<file path="src/rtl/ultrasonic_pkg.sv">
// Shared definitions for the ultrasonic ranger scan controller: FSM state
// encoding, default timing constants and the channel-index width helper.
package ultrasonic_pkg;

  typedef enum logic [2:0] {
    IDLE      = 3'd0,
    TRIG      = 3'd1,
    WAIT_RISE = 3'd2,
    MEASURE   = 3'd3,
    GUARD     = 3'd4
  } scan_state_e;

  localparam int DEF_TRIG_US    = 10;
  localparam int DEF_TIMEOUT_US = 30000;
  localparam int DEF_GUARD_US   = 10000;

  // A single-sensor build still needs a 1-bit channel field.
  function automatic int ch_width(input int n_ch);
    return (n_ch > 1) ? $clog2(n_ch) : 1;
  endfunction

endpackage

</file>
<file path="src/rtl/ultrasonic_scan_ctrl_if.sv">
// Result stream from the scan controller to the obstacle-avoidance logic:
// a one-cycle valid pulse with channel, echo width and timeout flag.
interface ultrasonic_scan_ctrl_if #(
  parameter int N_CH  = 3,
  parameter int CNT_W = 16
);
  import ultrasonic_pkg::*;

  localparam int CH_W = ch_width(N_CH);

  logic             result_valid;
  logic [CH_W-1:0]  result_ch;
  logic [CNT_W-1:0] result_us;
  logic             result_timeout;

  modport master (
    output result_valid,
    output result_ch,
    output result_us,
    output result_timeout
  );

  modport slave (
    input result_valid,
    input result_ch,
    input result_us,
    input result_timeout
  );

endinterface

</file>
<file path="src/rtl/echo_edge_det.sv">
// Single-bit echo sampler with rise/fall pulse outputs.
// ECHO_SYNC_EN defined: 2-FF synchronizer; undefined: single sampling register.
module echo_edge_det (
  input  logic clk_i,
  input  logic rst_i,
  input  logic echo_i,
  output logic rise_o,
  output logic fall_o
);

  logic sync_q;
  logic prev_q;

`ifdef ECHO_SYNC_EN
  logic meta_q;

  always_ff @(posedge clk_i) begin
    if (rst_i) begin
      meta_q <= 1'b0;
      sync_q <= 1'b0;
    end else begin
      meta_q <= echo_i;
      sync_q <= meta_q;
    end
  end
`else
  always_ff @(posedge clk_i) begin
    if (rst_i) begin
      sync_q <= 1'b0;
    end else begin
      sync_q <= echo_i;
    end
  end
`endif

  always_ff @(posedge clk_i) begin
    if (rst_i) begin
      prev_q <= 1'b0;
    end else begin
      prev_q <= sync_q;
    end
  end

  assign rise_o = sync_q & ~prev_q;
  assign fall_o = ~sync_q & prev_q;

endmodule

</file>
<file path="src/rtl/ultrasonic_scan_ctrl.sv">
// Round-robin sequencer for N_CH HC-SR04 style rangers: trigger, echo width
// measurement in us ticks, timeout reporting and guard gap. Honours ECHO_SYNC_EN.
module ultrasonic_scan_ctrl
  import ultrasonic_pkg::*;
#(
  parameter int N_CH       = 3,
  parameter int CNT_W      = 16,
  parameter int TRIG_US    = DEF_TRIG_US,
  parameter int TIMEOUT_US = DEF_TIMEOUT_US,
  parameter int GUARD_US   = DEF_GUARD_US,
  localparam int CH_W      = ch_width(N_CH)
) (
  input  logic                  clk_i,
  input  logic                  rst_i,
  input  logic                  tick_us_i,
  input  logic                  enable_i,
  input  logic [N_CH-1:0]       echo_i,
  output logic [N_CH-1:0]       trig_o,
  output logic                  busy_o,
  output logic [CH_W-1:0]       cur_ch_o,
  ultrasonic_scan_ctrl_if.master res
);

  localparam logic [CNT_W-1:0] CNT_MAX   = {CNT_W{1'b1}};
  localparam logic [CNT_W-1:0] TRIG_LIM  = CNT_W'(TRIG_US);
  localparam logic [CNT_W-1:0] TO_LIM    = CNT_W'(TIMEOUT_US);
  localparam logic [CNT_W-1:0] GUARD_LIM = CNT_W'(GUARD_US);
  localparam logic [CH_W-1:0]  LAST_CH   = CH_W'(N_CH - 1);

  scan_state_e      state_q, state_d;
  logic [CNT_W-1:0] cnt_q, cnt_d;
  logic [CH_W-1:0]  ch_q, ch_d;
  logic [N_CH-1:0]  trig_q, trig_d;
  logic             busy_q, busy_d;
  logic             rv_q, rv_d;
  logic [CH_W-1:0]  rch_q, rch_d;
  logic [CNT_W-1:0] rus_q, rus_d;
  logic             rto_q, rto_d;

  logic [N_CH-1:0]  rise_s;
  logic [N_CH-1:0]  fall_s;
  logic             rise_cur_s;
  logic             fall_cur_s;

  for (genvar g = 0; g < N_CH; g++) begin : g_echo
    echo_edge_det u_edge (
      .clk_i  (clk_i),
      .rst_i  (rst_i),
      .echo_i (echo_i[g]),
      .rise_o (rise_s[g]),
      .fall_o (fall_s[g])
    );
  end

  // Only the selected channel's edges matter; others are ignored.
  assign rise_cur_s = rise_s[ch_q];
  assign fall_cur_s = fall_s[ch_q];

  // Next-state, result capture, counter and registered output decode.
  always_comb begin
    state_d = state_q;
    ch_d    = ch_q;
    rv_d    = 1'b0;
    rch_d   = rch_q;
    rus_d   = rus_q;
    rto_d   = rto_q;

    case (state_q)
      IDLE: begin
        if (enable_i) state_d = TRIG;
        else          state_d = IDLE;
      end
      TRIG: begin
        if (cnt_q >= TRIG_LIM) state_d = WAIT_RISE;
        else                   state_d = TRIG;
      end
      WAIT_RISE: begin
        if (rise_cur_s) begin
          state_d = MEASURE;
        end else if (cnt_q >= TO_LIM) begin
          rv_d    = 1'b1;
          rch_d   = ch_q;
          rus_d   = TO_LIM;
          rto_d   = 1'b1;
          state_d = GUARD;
        end else begin
          state_d = WAIT_RISE;
        end
      end
      MEASURE: begin
        // Falling edge takes priority over a timeout on the same cycle.
        if (fall_cur_s) begin
          rv_d    = 1'b1;
          rch_d   = ch_q;
          rus_d   = cnt_q;
          rto_d   = 1'b0;
          state_d = GUARD;
        end else if (cnt_q >= TO_LIM) begin
          rv_d    = 1'b1;
          rch_d   = ch_q;
          rus_d   = TO_LIM;
          rto_d   = 1'b1;
          state_d = GUARD;
        end else begin
          state_d = MEASURE;
        end
      end
      GUARD: begin
        if (cnt_q >= GUARD_LIM) begin
          ch_d    = (ch_q == LAST_CH) ? {CH_W{1'b0}} : ch_q + CH_W'(1);
          state_d = enable_i ? TRIG : IDLE;
        end else begin
          state_d = GUARD;
        end
      end
      default: begin
        state_d = IDLE;
      end
    endcase

    if (state_d != state_q) begin
      cnt_d = {CNT_W{1'b0}};
    end else if (tick_us_i && (cnt_q != CNT_MAX)) begin
      cnt_d = cnt_q + CNT_W'(1);
    end else begin
      cnt_d = cnt_q;
    end

    trig_d = {N_CH{1'b0}};
    if (state_d == TRIG) begin
      trig_d[ch_d] = 1'b1;
    end else begin
      trig_d = {N_CH{1'b0}};
    end

    busy_d = (state_d != IDLE);
  end

  // State, counter, channel pointer and output registers.
  always_ff @(posedge clk_i) begin
    if (rst_i) begin
      state_q <= IDLE;
      cnt_q   <= {CNT_W{1'b0}};
      ch_q    <= {CH_W{1'b0}};
      trig_q  <= {N_CH{1'b0}};
      busy_q  <= 1'b0;
      rv_q    <= 1'b0;
      rch_q   <= {CH_W{1'b0}};
      rus_q   <= {CNT_W{1'b0}};
      rto_q   <= 1'b0;
    end else begin
      state_q <= state_d;
      cnt_q   <= cnt_d;
      ch_q    <= ch_d;
      trig_q  <= trig_d;
      busy_q  <= busy_d;
      rv_q    <= rv_d;
      rch_q   <= rch_d;
      rus_q   <= rus_d;
      rto_q   <= rto_d;
    end
  end

  assign trig_o             = trig_q;
  assign busy_o             = busy_q;
  assign cur_ch_o           = ch_q;
  assign res.result_valid   = rv_q;
  assign res.result_ch      = rch_q;
  assign res.result_us      = rus_q;
  assign res.result_timeout = rto_q;

endmodule

</file>
<file path="src/flat_wrapper.sv">
// flat-port wrapper written by rule: the top's interface ports become plain ports
module ultrasonic_scan_ctrl_flat import ultrasonic_pkg::*;
#(
  parameter int N_CH       = 3,
  parameter int CNT_W      = 16,
  parameter int TRIG_US    = DEF_TRIG_US,
  parameter int TIMEOUT_US = DEF_TIMEOUT_US,
  parameter int GUARD_US   = DEF_GUARD_US,
  localparam int CH_W      = ch_width(N_CH)
)
  (clk_i, rst_i, tick_us_i, enable_i, echo_i, trig_o, busy_o, cur_ch_o, res_result_valid, res_result_ch, res_result_us, res_result_timeout);
  ultrasonic_scan_ctrl_if #(.N_CH(N_CH), .CNT_W(CNT_W)) res_i ();
  input  logic clk_i;
  input  logic rst_i;
  input  logic tick_us_i;
  input  logic enable_i;
  input  logic [N_CH-1:0] echo_i;
  output logic [N_CH-1:0] trig_o;
  output logic busy_o;
  output logic [CH_W-1:0] cur_ch_o;
  output wire logic [$bits(res_i.result_valid)-1:0] res_result_valid;
  output wire logic [$bits(res_i.result_ch)-1:0] res_result_ch;
  output wire logic [$bits(res_i.result_us)-1:0] res_result_us;
  output wire logic [$bits(res_i.result_timeout)-1:0] res_result_timeout;
  assign res_result_valid = res_i.result_valid;
  assign res_result_ch = res_i.result_ch;
  assign res_result_us = res_i.result_us;
  assign res_result_timeout = res_i.result_timeout;
  ultrasonic_scan_ctrl #(.N_CH(N_CH), .CNT_W(CNT_W), .TRIG_US(TRIG_US), .TIMEOUT_US(TIMEOUT_US), .GUARD_US(GUARD_US)) u_core (.clk_i(clk_i), .rst_i(rst_i), .tick_us_i(tick_us_i), .enable_i(enable_i), .echo_i(echo_i), .trig_o(trig_o), .busy_o(busy_o), .cur_ch_o(cur_ch_o), .res(res_i));
endmodule
</file>
<file path="config.mk">
export PLATFORM = sky130hd
export DESIGN_NAME = ultrasonic_scan_ctrl_flat
export DESIGN_NICKNAME = d
export VERILOG_FILES = /design/src/rtl/ultrasonic_pkg.sv /design/src/rtl/ultrasonic_scan_ctrl_if.sv /design/src/rtl/echo_edge_det.sv /design/src/rtl/ultrasonic_scan_ctrl.sv /design/src/flat_wrapper.sv
export SDC_FILE = /design/constraint.sdc
export NUM_CORES = 1
export LEC_CHECK = 0
export BUFFER_PORTS_ARGS = -buffer_cell sky130_fd_sc_hd__buf_4
export CORE_AREA = 2 2 77 79
export DETAILED_ROUTE_END_ITERATION = 8
export DIE_AREA = 0 0 79 81
export SKIP_CTS_REPAIR_TIMING = 1
export SLEW_MARGIN = 40
export SYNTH_ARGS = -nofsm -noshare
export SYNTH_HDL_FRONTEND = slang
export SYNTH_HIERARCHICAL = 1
export SYNTH_SLANG_ARGS = --single-unit
export TNS_END_PERCENT = 1
</file>
<file path="constraint.sdc">
create_clock -name clk_i -period 2.4 [get_ports clk_i]
set_clock_uncertainty 0.1 [all_clocks]
set_input_delay 0.48 -clock clk_i [delete_from_list [all_inputs] [get_ports clk_i]]
set_output_delay 0.48 -clock clk_i [all_outputs]
set_load 0.02 [all_outputs]
</file>
==> results of run 1 <==
[cells by family (layout without fill, tap and decap cells)]
kind of cell | count (synthesis) | after routing | synth area share [%]
buffers and inverters | 23 | 54 | 4.604
XOR/XNOR | 15 | 15 | 5.432
adder cells (fa/ha/maj) | 2 | 2 | 1.034
flip-flops | 51 | 51 | 42.21
AO/OA/AOI/OAI | 47 | 47 | 16.14
AND/OR/NAND/NOR | 132 | 132 | 29.28
multiplexers | 3 | 3 | 1.293
[layout make-up]
cell class	instances	area, µm²
inverter	5	18.77
fill	556	2798
tap	75	93.84
clock buffer	6	72.57
timing repair buffer	41	320.3
clock inverter	2	60.06
sequential	51	1021
multi-input combinational	199	1291
[through the flow]
| stage | utilization (%) | area, µm² |
|---|---|---|
| after floorplan | - | 2419 |
| after global placement | 48.28 | 2740 |
| after detailed placement | 48.28 | 2740 |
| after CTS | 50.62 | 2873 |
| after global routing | 50.71 | 2878 |
| final | 50.71 | 2878 |
[cells in the mapped netlist, types with 2 or more instances]
cell / n / area share (%)
sky130_fd_sc_hd__dfxtp_1: 51 / 42
sky130_fd_sc_hd__nor2_1: 41 / 6.4
sky130_fd_sc_hd__nand2_1: 14 / 2.2
sky130_fd_sc_hd__nor3_1: 14 / 2.9
sky130_fd_sc_hd__nor2b_1: 12 / 3.1
sky130_fd_sc_hd__nor2_2: 10 / 2.6
sky130_fd_sc_hd__a22oi_1: 9 / 2.8
sky130_fd_sc_hd__a21oi_1: 8 / 1.7
sky130_fd_sc_hd__buf_2: 8 / 1.7
sky130_fd_sc_hd__nand3_1: 8 / 1.7
sky130_fd_sc_hd__xor2_1: 8 / 2.9
sky130_fd_sc_hd__clkbuf_1: 7 / 1.1
sky130_fd_sc_hd__xnor2_1: 7 / 2.5
sky130_fd_sc_hd__and3_1: 6 / 1.6
sky130_fd_sc_hd__nand4_1: 6 / 1.6
sky130_fd_sc_hd__nor4_1: 6 / 1.6
sky130_fd_sc_hd__a211oi_1: 5 / 1.6
sky130_fd_sc_hd__inv_1: 5 / 0.78
sky130_fd_sc_hd__o21ai_0: 5 / 1.0
sky130_fd_sc_hd__o31ai_1: 3 / 0.93
sky130_fd_sc_hd__a31oi_1: 2 / 0.52
sky130_fd_sc_hd__and2_1: 2 / 0.52
sky130_fd_sc_hd__buf_6: 2 / 0.93
sky130_fd_sc_hd__ha_1: 2 / 1.0
sky130_fd_sc_hd__mux2i_1: 2 / 0.83
sky130_fd_sc_hd__nand3b_1: 2 / 0.62
sky130_fd_sc_hd__nor4bb_1: 2 / 0.83
sky130_fd_sc_hd__o21ai_1: 2 / 0.41
sky130_fd_sc_hd__o31a_1: 2 / 0.72
[routing by layer]
layer	up-vias	part of all wire, %
met2	46	46
met5	-	0
li1	1012	-
met3	9	4.4
met4	0	1.6
met1	906	48
[cells in the final DEF, fill, tap and decap left out, types with 5 or more instances in the layout]
| cell type | count |
|---|---|
| sky130_fd_sc_hd__xnor2_1 | 7 |
| sky130_fd_sc_hd__a211oi_1 | 5 |
| sky130_fd_sc_hd__nor2b_1 | 12 |
| sky130_fd_sc_hd__xor2_1 | 8 |
| sky130_fd_sc_hd__dfxtp_1 | 51 |
| sky130_fd_sc_hd__nor2_1 | 41 |
| sky130_fd_sc_hd__a21oi_1 | 8 |
| sky130_fd_sc_hd__nor2_2 | 10 |
| sky130_fd_sc_hd__a22oi_1 | 9 |
| sky130_fd_sc_hd__buf_4 | 40 |
| sky130_fd_sc_hd__nand4_1 | 6 |
| sky130_fd_sc_hd__nor4_1 | 6 |
| sky130_fd_sc_hd__nand2_1 | 14 |
| sky130_fd_sc_hd__inv_1 | 5 |
| sky130_fd_sc_hd__nand3_1 | 8 |
| sky130_fd_sc_hd__o21ai_0 | 5 |
| sky130_fd_sc_hd__nor3_1 | 14 |
| sky130_fd_sc_hd__and3_1 | 6 |
| sky130_fd_sc_hd__clkbuf_8 | 5 |
[sequential cells by signal (all words and copies together), names as in the netlist]
register                     flops
u_core/trig_o                    3
u_core/res.result_ch             2
u_core/g_echo.u_edge/prev_q      3
u_core/cnt_q                    16
u_core/busy_o                    1
u_core/res.result_valid          1
u_core/res.result_timeout        1
u_core/g_echo.u_edge/sync_q      3
u_core/res.result_us            16
u_core/cur_ch_o                  2
u_core/state_q                   3
[final timing paths]
check	to	slack (ps)	cells past startpoint
hold / removal	u_core/g_echo[2].u_edge/sync_q	290	2
setup / recovery	u_core/trig_o[2]	190	6
hold reg to reg	u_core/res.result_ch[0]	370	2
setup reg to reg	u_core/trig_o[2]	190	6
[power groups by stage]
stage,clock [mW],sequential [mW],combinational (mW)
after floorplan,0,0.887,0.0563
after global placement,0,0.887,0.0845
after detailed placement,0,0.887,0.0849
after CTS,0.714,0.868,0.0861
after global routing,0.741,0.870,0.0940
final,0.692,0.868,0.0858
==> flow_metrics.py, run 1 <==
metrics = {
    "timing": {
        "finalSetupTns_ps": 0,
        "layout_setup_ws_ps": 191.6,
        "final_max_slew_viol_count": 0,
        "period_share_pct": 92.02,
        "worst_hold_slack_ps": 294.3,
        "setup_repair_after_global_routing_missed_its_margin": "no",
        "fmax_mhz": 452.8,
        "max_slew.worst_pin.slew_ps": 404.0,
        "timing.max_slew.rel_slack_pct": 72.84,
        "hold_viol": 0,
        "min_period_ps": 2208,
        "report.final.setup_viol": 0,
    },
    "critical_path": {
        "cp.arrival_ps": 2350,
        "data_required_time_at_the_worst_endpoint_ps": 2550,
        "crit_buf_inv": 0,
        "timing.critical_path.fanout_max": 9,
        "worstReg2RegStart": "u_core/cnt_q[8]",
        "worst_path_max_delay_cell": "sky130_fd_sc_hd__dfxtp_1",
        "worst_stage_delay_on_the_critical_path_ps": 520,
        "worstSetupEndpointType": "register",
        "worst_setup_path_startpoint": "u_core/cnt_q[8]",
        "path_delay_family": "simple AND/OR/NAND/NOR gates",
        "path_cells": "nand3_1, o311ai_4, nand3_4, or3b_2, o21ai_0, and3_1",
        "critical_path_class": "register to register",
        "setup.worst_path.start_class": "register",
    },
    "floorplan": {
        "dieHeight_um": 81,
        "fp-row-count": 28,
        "floorplan.io_pins": 33,
        "die_w_um": 79,
        "start_util_pct": 42.61,
        "design.die.area_um2": 6399,
        "coreArea_um2": 5675,
    },
    "yosys": {
        "synth-edff-count": 0,
        "synthesis.yosys.warnings": 6,
        "synth_seq_area_share_pct": 42.21,
        "async_reset_ff_share_pct": 0,
        "dominantRegCellSynth": "sky130_fd_sc_hd__dfxtp_1",
        "postSynthAreaPerCell_um2": 8.859,
        "synthCells": 273,
        "ys_ff_latch": 51,
        "post_synth_instance_area_um2": 2419,
        "yosys.cell_types.count": 51,
        "synth.net_count": 282,
    },
    "min_path": {
        "min-delay-start": "echo_i[2]",
        "min-delay-path-class": "primary input to register",
    },
    "clocking": {
        "cts-root-buf": "sky130_fd_sc_hd__clkbuf_8",
        "cts_buffers": 5,
        "worst_setup_hold_path_clk_slew_ps": 90,
        "cts.htree.levels": 2,
        "clock-sinks": 51,
        "cts_tree": "yes",
        "cts_max_path_buffers": 2,
        "clock_insertion_delay_worst_skew_ps": 300,
    },
    "power_and_ir_drop": {
        "power.internal_mw": 1.311,
        "static_leakage_power_nw": 1.087,
        "p_comb_share_pct": 5.2,
        "power.clock.fraction_pct": 42.0,
        "fin_total_pwr_mw": 1.645,
        "power_switching_share_pct": 20.33,
        "cellPowerDensity_nw_per_um2": 571.7,
        "p_switching_uw": 334.5,
        "peakVddDrop_v": 0.0003150,
        "sequentialPowerShare_pct": 52.7,
    },
    "run_status": {
        "run_status": "finished clean",
    },
    "global_route": {
        "number_of_global_route_vias_before_repair": 1854,
        "grt_use_met3_pct": 3.667,
        "grt.met2_usage_pct": 29.07,
        "grt_start_max_net_pins": 34,
        "grt_usage_pct": 17.19,
        "globalRoute.totalOverflow": 0,
        "grt.met1_usage_pct": 21.61,
        "grt_first_pass_wirelength_mm": 8.749,
        "gr-max-usage-layer": "met2",
        "antenna_found_initial": 0,
    },
    "final_layout": {
        "design.final.nets": 312,
        "diodes": 0,
        "finalNonFillerCells": 379,
        "area_growth_syn_to_layout_pct": 18.99,
        "layout-drive-gt1-share_pct": 24.01,
    },
    "place": {
        "buffer_ports.inserted": 32,
        "post-dp-hpwl_mm": 3.769,
        "gp_congestion": 0.8678,
        "place_ws_ps": 158.2,
        "numPlacedInstances": 371,
    },
    "job": {
        "max_cap_violations": 0,
    },
    "detailed_routing": {
        "drt-wirelength-per-cell_um": 14.09,
        "drt-vias-per-instance": 5.206,
        "drcViolationCount": 0,
        "ant_nets": 0,
        "first_pass_iters": 4,
        "routed_wirelength_mm": 5.342,
        "detailedRoute.firstIterationViolations": 83,
        "via_count": 1973,
    },
}
No activity file was read; power rests on OpenSTA's default activity.
==> run 2, diff against run 1 <==
Clock period 2.4 ns to 2.5 ns, I/O delays scaled along.
==> run 2 against run 1 <==
Utilization rose by 0.11 points. Critical path depth is the same. Combinational power decreased by 4.7%. Clock power is 27% lower. Worst setup slack better by 61 ps. Non-clock buffer count grew 6. Via count is 3.9% higher. Highest routed layer unchanged.
==> flow_metrics.py, run 2 (same netlist as run 1, synthesis figures left out) <==
metrics = {
    "detailed_routing": {
        "first_pass_iters": 4,
        "via_count": 2049,
        "drt-wirelength-per-cell_um": 13.83,
        "routed_wirelength_mm": 5.325,
        "ant_nets": 0,
        "detailedRoute.firstIterationViolations": 128,
        "drcViolationCount": 0,
        "drt-vias-per-instance": 5.322,
    },
    "final_layout": {
        "layout.area.seq_um2": 1021,
        "final_util_pct": 50.82,
        "area_growth_syn_to_layout_pct": 19.24,
        "finalNonFillerCells": 385,
        "design.final.nets": 318,
        "layout-drive-gt1-share_pct": 25.48,
        "diodes": 0,
        "commonest_cells_after_routing_fill_and_taps_aside": "51 x sky130_fd_sc_hd__dfxtp_1, 46 x sky130_fd_sc_hd__buf_4, 41 x sky130_fd_sc_hd__nor2_1, 14 x sky130_fd_sc_hd__nand2_1, 14 x sky130_fd_sc_hd__nor3_1",
        "most_common_cell_after_layout_fill_and_taps_aside": "sky130_fd_sc_hd__dfxtp_1",
        "multi_input_gate_area_in_the_final_layout_um2": 1286,
        "fillCellCount": 571,
    },
    "floorplan": {
        "die_w_um": 79,
        "fp-row-count": 28,
        "dieHeight_um": 81,
        "start_util_pct": 42.61,
        "coreArea_um2": 5675,
        "floorplan.io_pins": 33,
        "design.die.area_um2": 6399,
    },
    "power_and_ir_drop": {
        "static_leakage_power_nw": 1.100,
        "p_comb_share_pct": 5.8,
        "cellPowerDensity_nw_per_um2": 492.2,
        "fin_total_pwr_mw": 1.419,
        "sequentialPowerShare_pct": 58.7,
        "power.internal_mw": 1.085,
        "power.clock.fraction_pct": 35.5,
        "p_switching_uw": 334.6,
        "power_switching_share_pct": 23.58,
        "peakVddDrop_v": 0.0003897,
    },
    "critical_path": {
        "setup.worst_path.start_class": "register",
        "critical_path_class": "register to register",
        "regToRegSetupSlack_ps": 250,
        "worst_setup_path_startpoint": "u_core/cnt_q[9]",
        "timing.critical_path.fanout_max": 8,
        "path_cells": "nand3_1, o311ai_4, nand3_4, or3b_2, o21ai_0, and3_1",
        "worst_path_max_delay_cell": "sky130_fd_sc_hd__dfxtp_1",
        "cp.arrival_ps": 2400,
        "worst_stage_delay_on_the_critical_path_ps": 540,
        "crit_buf_inv": 0,
        "worstSetupEndpointType": "register",
        "path_delay_family": "simple AND/OR/NAND/NOR gates",
        "data_required_time_at_the_worst_endpoint_ps": 2650,
        "worstReg2RegStart": "u_core/cnt_q[9]",
        "crit_reg_reg_endpoint": "u_core/trig_o[2]",
        "worst-r2r-cell-count": 6,
    },
    "clocking": {
        "cts.htree.levels": 2,
        "clock_insertion_delay_worst_skew_ps": 310,
        "worst_setup_hold_path_clk_slew_ps": 90,
        "cts_tree": "yes",
        "cts_max_path_buffers": 2,
        "clock-sinks": 51,
        "cts-root-buf": "sky130_fd_sc_hd__clkbuf_8",
        "cts_buffers": 5,
    },
    "global_route": {
        "number_of_global_route_vias_before_repair": 1917,
        "antenna_found_initial": 0,
        "grt_start_max_net_pins": 34,
        "globalRoute.totalOverflow": 0,
        "grt_first_pass_wirelength_mm": 9.045,
        "grt_usage_pct": 17.75,
    },
    "place": {
        "gp_congestion": 0.8971,
        "numPlacedInstances": 376,
        "buffer_ports.inserted": 32,
        "post-dp-hpwl_mm": 3.916,
    },
    "timing": {
        "fmax_mhz": 445.0,
        "min_period_ps": 2247,
        "hold_viol": 0,
        "period_share_pct": 89.89,
        "final_max_slew_viol_count": 0,
        "setup_repair_after_global_routing_missed_its_margin": "no",
        "worst_hold_slack_ps": 302.9,
        "report.final.setup_viol": 0,
        "finalSetupTns_ps": 0,
        "max_slew.worst_pin.slew_ps": 471.3,
        "timing.max_slew.rel_slack_pct": 68.31,
    },
    "min_path": {
        "min_to": "u_core/g_echo[1].u_edge/sync_q",
        "hold-path-cell-count": 2,
        "min-delay-path-class": "primary input to register",
        "min-delay-start": "echo_i[1]",
    },
    "job": {
        "max_cap_violations": 0,
    },
    "run_status": {
        "run_status": "finished clean",
    },
}
[run 2: cell types whose count changed in the layout (fill, tap and decap cells not counted), sizes merged]
cell      before  now
buf           41   47
clkinv         0    1
clkinvlp       0    1
bufinv         2    0
[run 2: power by group through the flow]
stage | Combinational (mW) | Sequential [mW] | Clock, mW
CTS | 0.0762 | 0.833 | 0.520
global route | 0.0905 | 0.835 | 0.549
global placement | 0.0758 | 0.852 | 0
finish | 0.0818 | 0.833 | 0.504
detailed placement | 0.0758 | 0.852 | 0
floorplan | 0.0541 | 0.851 | 0
[run 2: worst max path at each step]
stage | endpoint | slack [ps] | cells after the start
after detailed placement | u_core/cnt_q[2] | 90 | 6
after global placement | u_core/cnt_q[2] | 120 | 6
after floorplan | u_core/res.result_us[13] | 410 | 7
after CTS | u_core/cnt_q[2] | 70 | 6
after global routing | u_core/res.result_us[13] | 110 | 7
final | u_core/trig_o[2] | 250 | 6
[run 2: cell type report]
type                       instances  share of cell area, %
clock buffer                       6                  2.863
clock inverter                     2                 0.5640
inverter                           5                 0.6508
multi-input combinational        199                  44.60
sequential                        51                  35.40
tap                               75                  3.254
timing repair buffer              47                  12.67
[run 2: per-layer routing]
| metal | routed length (µm) | GRT usage, % |
|---|---|---|
| met5 | 0 | 0 |
| met4 | 103 | 7.069 |
| met3 | 270 | 3.444 |
| met2 | 2514 | 29.41 |
| met1 | 2437 | 22.86 |
[run 2: metrics by stage]
| stage | worst slack (ps) | cell area, µm² |
|---|---|---|
| 2_1_floorplan | 409.6 | 2419 |
| 3_3_place_gp | 116.8 | 2765 |
| 3_5_place_dp | 86.47 | 2765 |
| 4_1_cts | 68.04 | 2864 |
| 5_1_grt | 107.4 | 2884 |
| 6_report | 252.7 | 2884 |
